===== src/rtl/cmp_mon_pkg.sv =====
// cmp_mon_pkg: shared widths, event record type and channel-index width helper for cmp_event_monitor
package cmp_mon_pkg;
  function automatic int ch_w(input int n);
    return (n > 1) ? $clog2(n) : 1;
  endfunction
  localparam int NCH_D = 4;
  localparam int W_D = 8;
  localparam int TSW_D = 16;
  localparam int CHW_D = ch_w(NCH_D);
  typedef struct packed {
    logic [CHW_D-1:0] ch;
    logic             eq;
    logic [W_D-1:0]   a;
    logic [W_D-1:0]   b;
    logic [TSW_D-1:0] ts;
  } evt_t;
endpackage


===== src/rtl/sync_fifo.sv =====
// sync_fifo: registered first-word-fall-through FIFO; push/pop/din in, dout/full/empty out
module sync_fifo #(
  parameter int DEPTH = 8,
  parameter int DW = 8
) (
  input  logic          clk,
  input  logic          rst,
  input  logic          push,
  input  logic          pop,
  input  logic [DW-1:0] din,
  output logic [DW-1:0] dout,
  output logic          full,
  output logic          empty
);
  localparam int AW = $clog2(DEPTH);
  logic [DW-1:0] mem_q [DEPTH];
  logic [AW:0] wr_q, wr_d, rd_q, rd_d;
  logic do_push, do_pop;
  always_comb begin
    empty = wr_q == rd_q;
    full = (wr_q[AW] != rd_q[AW]) && (wr_q[AW-1:0] == rd_q[AW-1:0]);
    do_pop = pop & ~empty;
    do_push = push & (~full | do_pop);
    wr_d = wr_q + {{AW{1'b0}}, do_push};
    rd_d = rd_q + {{AW{1'b0}}, do_pop};
    dout = mem_q[rd_q[AW-1:0]];
  end
  always_ff @(posedge clk) begin
    if (rst) begin
      wr_q <= '0;
      rd_q <= '0;
    end else begin
      wr_q <= wr_d;
      rd_q <= rd_d;
    end
  end
  always_ff @(posedge clk) if (do_push) mem_q[wr_q[AW-1:0]] <= din;
endmodule


===== src/rtl/cmp_event_monitor.sv =====
// cmp_event_monitor: per-channel a/b change monitor emitting timestamped a==b events through a FIFO
// in: clk, rst, en, a_i/b_i (NCH packed W-bit channels), clr_stats, evt_ready
// out: evt_valid + evt_{ch,eq,a,b,time}, match_cnt, mismatch_cnt, overflow
module cmp_event_monitor
  import cmp_mon_pkg::*;
#(
  parameter int NCH = 4,
  parameter int W = 8,
  parameter int DEPTH = 8,
  parameter int TSW = 16,
  parameter int CW = 16
) (
  input  logic                  clk,
  input  logic                  rst,
  input  logic                  en,
  input  logic [NCH*W-1:0]      a_i,
  input  logic [NCH*W-1:0]      b_i,
  input  logic                  clr_stats,
  output logic                  evt_valid,
  input  logic                  evt_ready,
  output logic [ch_w(NCH)-1:0]  evt_ch,
  output logic                  evt_eq,
  output logic [W-1:0]          evt_a,
  output logic [W-1:0]          evt_b,
  output logic [TSW-1:0]        evt_time,
  output logic [CW-1:0]         match_cnt,
  output logic [CW-1:0]         mismatch_cnt,
  output logic                  overflow
);
  localparam int CHW = ch_w(NCH);
  typedef struct packed {
    logic [CHW-1:0] ch;
    logic           eq;
    logic [W-1:0]   a;
    logic [W-1:0]   b;
    logic [TSW-1:0] ts;
  } rec_t;
  rec_t slot_q [NCH];
  rec_t slot_d [NCH];
  rec_t push_rec, head, evt;
  logic [NCH-1:0] pending_q, pending_d, primed_q, primed_d, change;
  logic [NCH*W-1:0] last_a_q, last_a_d, last_b_q, last_b_d;
  logic [TSW-1:0] ts_q, ts_d;
  logic [CW-1:0] match_q, match_d, mismatch_q, mismatch_d;
  logic ovf_q, ovf_d, ovf_set, push, full, empty, taken;
  logic [CHW-1:0] sel;
  always_comb begin
    sel = '0;
    for (int k = NCH - 1; k >= 0; k--) if (pending_q[k]) sel = CHW'(k);
    push = |pending_q & ~full;
    push_rec = slot_q[sel];
    ovf_set = 1'b0;
    for (int k = 0; k < NCH; k++) begin
      change[k] = en & (~primed_q[k] | (a_i[k*W +: W] != last_a_q[k*W +: W]) | (b_i[k*W +: W] != last_b_q[k*W +: W]));
      taken = push & (sel == CHW'(k));
      // a change landing on the channel being pushed re-arms it without loss
      ovf_set = ovf_set | (change[k] & pending_q[k] & ~taken);
      pending_d[k] = (pending_q[k] & ~taken) | change[k];
      slot_d[k] = change[k] ? '{ch: CHW'(k), eq: a_i[k*W +: W] == b_i[k*W +: W], a: a_i[k*W +: W], b: b_i[k*W +: W], ts: ts_q} : slot_q[k];
    end
    taken = 1'b0;
    primed_d = primed_q | {NCH{en}};
    last_a_d = en ? a_i : last_a_q;
    last_b_d = en ? b_i : last_b_q;
    ts_d = en ? ts_q + TSW'(1) : ts_q;
    match_d = clr_stats ? '0 : (push & push_rec.eq & ~&match_q) ? match_q + CW'(1) : match_q;
    mismatch_d = clr_stats ? '0 : (push & ~push_rec.eq & ~&mismatch_q) ? mismatch_q + CW'(1) : mismatch_q;
    ovf_d = ~clr_stats & (ovf_q | ovf_set);
  end
  always_ff @(posedge clk) begin
    if (rst) begin
      slot_q <= '{default: '0};
      pending_q <= '0;
      primed_q <= '0;
      last_a_q <= '0;
      last_b_q <= '0;
      ts_q <= '0;
      match_q <= '0;
      mismatch_q <= '0;
      ovf_q <= 1'b0;
    end else begin
      slot_q <= slot_d;
      pending_q <= pending_d;
      primed_q <= primed_d;
      last_a_q <= last_a_d;
      last_b_q <= last_b_d;
      ts_q <= ts_d;
      match_q <= match_d;
      mismatch_q <= mismatch_d;
      ovf_q <= ovf_d;
    end
  end
  sync_fifo #(.DEPTH(DEPTH), .DW($bits(rec_t))) u_fifo (
    .clk(clk),
    .rst(rst),
    .push(push),
    .pop(evt_ready),
    .din(push_rec),
    .dout(head),
    .full(full),
    .empty(empty)
  );
  assign evt = empty ? '0 : head;
  assign evt_valid = ~empty;
  assign evt_ch = evt.ch;
  assign evt_eq = evt.eq;
  assign evt_a = evt.a;
  assign evt_b = evt.b;
  assign evt_time = evt.ts;
  assign match_cnt = match_q;
  assign mismatch_cnt = mismatch_q;
  assign overflow = ovf_q;
endmodule


===== config.mk =====
export PLATFORM = sky130hd
export DESIGN_NAME = cmp_event_monitor
export DESIGN_NICKNAME = d
export VERILOG_FILES = /design/src/rtl/cmp_mon_pkg.sv /design/src/rtl/sync_fifo.sv /design/src/rtl/cmp_event_monitor.sv
export SDC_FILE = /design/constraint.sdc
export NUM_CORES = 1
export LEC_CHECK = 0
export CAP_MARGIN = 10
export CORE_ASPECT_RATIO = 1.25
export CORE_MARGIN = 10
export CORE_UTILIZATION = 50
export CTS_BUF_LIST = sky130_fd_sc_hd__clkbuf_4
export DETAILED_ROUTE_END_ITERATION = 8
export PLACE_DENSITY = 0.69
export SETUP_SLACK_MARGIN = 0.3
export SLEW_MARGIN = 25
export SYNTH_ARGS = -nofsm -noshare
export SYNTH_HDL_FRONTEND = slang
export SYNTH_SLANG_ARGS = --single-unit
export TNS_END_PERCENT = 5

===== constraint.sdc =====
create_clock -name clk -period 5.1 [get_ports clk]
set_input_delay 1.02 -clock clk [delete_from_list [all_inputs] [get_ports clk]]
set_output_delay 1.02 -clock clk [all_outputs]
set_load 0.01 [all_outputs]

==> summary by stage <==
Logic synthesis
The number of flops mapped to enable cells by yosys is 280. The share of synthesized area in the top cell type comes to 37.7%. The post-synthesis net count is 1769. The total of warnings raised by yosys is 0.

Ranked by total cell area, the synthesized netlist is headed by edfxtp_1 38%, dfxtp_1 24%, mux2i_1 10%. Sorting the synthesized cells by how often they occur yields 282 x nor2_1, 280 x edfxtp_1, 264 x dfxtp_1. For this run, asynchronously set or reset flops after synthesis account for 0%.

The register bit count reported by yosys is 544. The cell with the most instances after synthesis is nor2_1. The post-synthesis cell area is 22300 um2.

Counting every instance in the synthesized netlist gives 1693. The mean cell area of the mapped netlist is 13.2 um2. The register area share after synthesis is 61.4%. The synthesized netlist contains 48 unique library cells. The most used flip-flop cell after synthesis is edfxtp_1.

The dominant cell type by area after synthesis is edfxtp_1.

Setup path
The cell depth of the worst flop-to-flop path is 5. The kind of cell with the highest combined delay along the critical path is buffers and inverters. The signal on the critical path passes through buf_12, mux4_2, mux2i_1, nor2_1, clkdlybuf4s50_1. The endpoint of the worst-slack reg-to-reg timing path is u_fifo.mem_q[2][14]. The critical path is of the flop to output pin type.

The startpoint of the worst-slack reg-to-reg timing path is u_fifo.rd_q[2]. Setup slack on the worst reg-to-reg path comes out at 1.73 ns. Along the worst path, the maximum fanout reaches 46. The endpoint type of the worst setup path is an output pin. The critical path contains buffers and inverters numbering 2 combined. On the critical path, the stage with the largest delay is an instance of dfxtp_4. The critical path launch point type is a flop. For the worst setup path, the data required time is 4.08 ns. The data arrival time of the critical path is 3.38 ns. In this run the worst setup path begins at u_fifo.rd_q[0].

On the worst path, the slowest cell contributes a delay of 0.72 ns.

Placement
Routability-driven placement finished with a final weighted congestion of 0.817. The HPWL after detailed placement is 33000 um. In this run the cell area measured after placement is 24300 um2.

The number of buffer cells added on primary ports is 137.

Clock network
CTS placed an instance of clkbuf_4 at the clock tree root. The number of setup buffers added after CTS is 0. The number of resized instances in the post-cts repair step is 0. The number of buffers created by CTS is 136. The clock network latency to the later pin of the worst-skew pair is 0.86 ns. After clock tree synthesis, the clock-pin slew on the worst setup and hold paths is 0.07 ns. Hold repair after CTS inserted 0 buffers. The CTS sink count is 544. The buffer depth of the longest clock path is 3. The count of H-tree levels built during CTS is 4. The CTS tree is built.

Flow run
The tool flagged a number of max-cap violations equal to 0.

Global routing
The global-route wire length before repair is 82600 um. In this run the most used layer during global routing was met2. After global routing the overflow that remains totals 0. The met2 track utilization from global routing is 32.5%. The initial antenna violation count is 1.

The largest net degree at the start of global routing is 122. The via count of the first global-routing pass is 14800. For this run, global-route usage on met3 was measured as 4.22%. For met1 alone, demand over resource in global routing was 23.6%.

Global routing consumed, over all layers together, 19.4% of the routing resources.

Final layout
The final layout net count is 1970. The growth of design area from synthesis to finish is 16.8%. After routing the design area is 26000 um2. Cells with a size suffix above 1 make up 17.5% of the layout.

Worst hold path
The tightest min-delay check is of the flop to flop type. For hold timing, the worst endpoint is slot_q[137]. The number of instances on the worst hold path is 2.

The worst hold path startpoint is slot_q[137].

Drt
The final antenna-violating net count is 0. Summed over all layers, the routed wires come to 52100 um. The number of remaining DRC errors is 1. Across all layers, the routed design uses 14200 vias. For this run, the detailed router's first-pass iteration total came to 9. After the first detailed-routing iteration, the DRC count stood at 1153. Dividing the detail-routed wire length by the instance count gives 20.3 um. The number of vias per cell is 5.53.

Power and ir drop
Per report_power, the combinational group accounts for 17.4% of the total. The total chip power is 10.5 mW. The share of total power in the clock network is 35.1%. The internal portion of the total power is 7.75 mW. The standby leakage power is 9.83 nW. The fraction of power consumed by sequential logic is 47.5%.

The total power divided by cell area is 404 nW/um2. In this run switching power makes up 26.4% of total power. The net switching power is 2.79 mW.

Across the VDD grid, the largest voltage drop is 0.000204 V.

Floorplanning
Row generation in the floorplan step produced 86 rows. The initial utilization of the core area, before any placement, comes to 50.5%. The y dimension of the die is 256 um.

After floorplanning, the core was sized to cover 44100 um2. The top-level port count is 138. The die covers 53500 um2. In this run the horizontal extent of the chip is 209 um.

STA
The fraction of the cycle the final worst path needs is 86.3%. Setup repair after global routing left no endpoint under its margin. Across the routed clock network, the largest skew measured is 0.0702 ns. The normalized max-slew margin is 29.9%.

Setup violations remaining at the end of the flow were counted as 0. The actual transition at the worst max-transition pin is 1.05 ns. The max-slew violation total from the final report is 0. The time the final worst path needs with I/O delays and setup is 4.40 ns. The final count of hold timing violations came to 0. Based on the critical path, the design can be clocked at up to 227 MHz. The sum of negative setup slack is 0 ns.

Status
The flow ran to the end, but the final reports show violations. The final reports fail on design-rule violations.
==> power groups by stage <==
| stage | sequential, mW | clock [mW] | combinational (mW) |
|---|---|---|---|
| after floorplan | 5.01 | 0 | 1.19 |
| after global placement | 5.09 | 0 | 1.85 |
| after detailed placement | 5.10 | 0 | 1.88 |
| after CTS | 5.01 | 3.80 | 1.89 |
| after global routing | 5.03 | 4.02 | 1.99 |
| final | 5.00 | 3.69 | 1.83 |
==> per-layer routing <==
metal	up-vias	wire (um)
met3	101	2950
li1	6658	-
met1	7025	21500
met5	-	0
met4	0	1430
met2	418	26300
==> worst min-delay path: cells and delay by family, from the launching register on <==
kind	cells	cell delay (ns)
AO/OA/AOI/OAI	1	0.05
AND/OR/NAND/NOR	1	0.05
flip-flops	1	0.31
==> layout make-up <==
type / instances / area, um2
Timing Repair Buffer: 166 / 1610
Tap cell: 572 / 716
Clock buffer: 206 / 1550
Multi-Input combinational cell: 1034 / 8200
Inverter: 12 / 45.0
Fill cell: 3601 / 18100
Sequential cell: 544 / 13700
Antenna cell: 1 / 2.50
Clock inverter: 32 / 223
==> metrics by stage <==
step,worst slack [ns],cells,hold slack (ns),utilization (%)
6_report,0.698,2567,0.457,59.0
5_1_grt,0.393,2567,0.498,59.0
4_1_cts,0.527,2566,0.458,59.0
3_5_place_dp,1.37,2328,0.448,55.0
3_3_place_gp,1.42,2328,0.435,55.0
2_1_floorplan,1.01,1693,0.425,-
==> state kept, by name (all words and copies together), names as in the netlist <==
signal and flops:
ts_q 16, u_fifo.rd_q 4, overflow 1, pending_q 4
primed_q 4, u_fifo.mem_q 280, slot_q 135, last_a_q 32
last_b_q 32, u_fifo.wr_q 4, match_cnt 16, mismatch_cnt 16
==> layout by cell type (no fill, tap or decap), types with 3 or more instances in the layout <==
cell type        instances
edfxtp_1               280
nor2_1                 275
dfxtp_1                261
mux2i_1                228
clkbuf_4               206
clkdlybuf4s50_1        135
nand2_1                 87
xor2_1                  83
mux4_2                  70
xnor2_1                 50
a222oi_1                32
buf_4                   28
nand4_1                 27
nand3_1                 27
a21oi_1                 24
clkinv_1                21
and3_1                  16
or3_1                   16
o21ai_0                 13
inv_1                   12
nor4_1                  12
nor2_4                   7
ha_1                     7
nor2b_1                  6
nor3_1                   6
and2_1                   5
and4_1                   5
or4_1                    3
or2_2                    3
o211ai_1                 3
o21ai_4                  3
bufinv_16                3
clkinv_4                 3
==> how the worst max path moves through the flow <==
stage	depth (start not counted)	to	slack [ns]
2_1_floorplan	5	u_fifo.mem_q[0][0]	1.01
6_report	5	evt_time[1]	0.70
5_1_grt	5	evt_time[1]	0.39
4_1_cts	5	evt_time[1]	0.53
3_5_place_dp	8	slot_q[71]	1.37
3_3_place_gp	8	slot_q[32]	1.42
==> logic make-up after synthesis <==
kind of cell	Yosys count	share of synthesized area (%)
adders and majority gates	7	0.393
DFF	544	61.4
xor gates and xnor gates	135	5.37
AOI/OAI and AO/OA	90	3.14
muxes	298	17.3
and+or+nand+nor	504	10.0
buffers and inverters	115	2.36
Note: power is estimated with default switching activity, not from simulation.
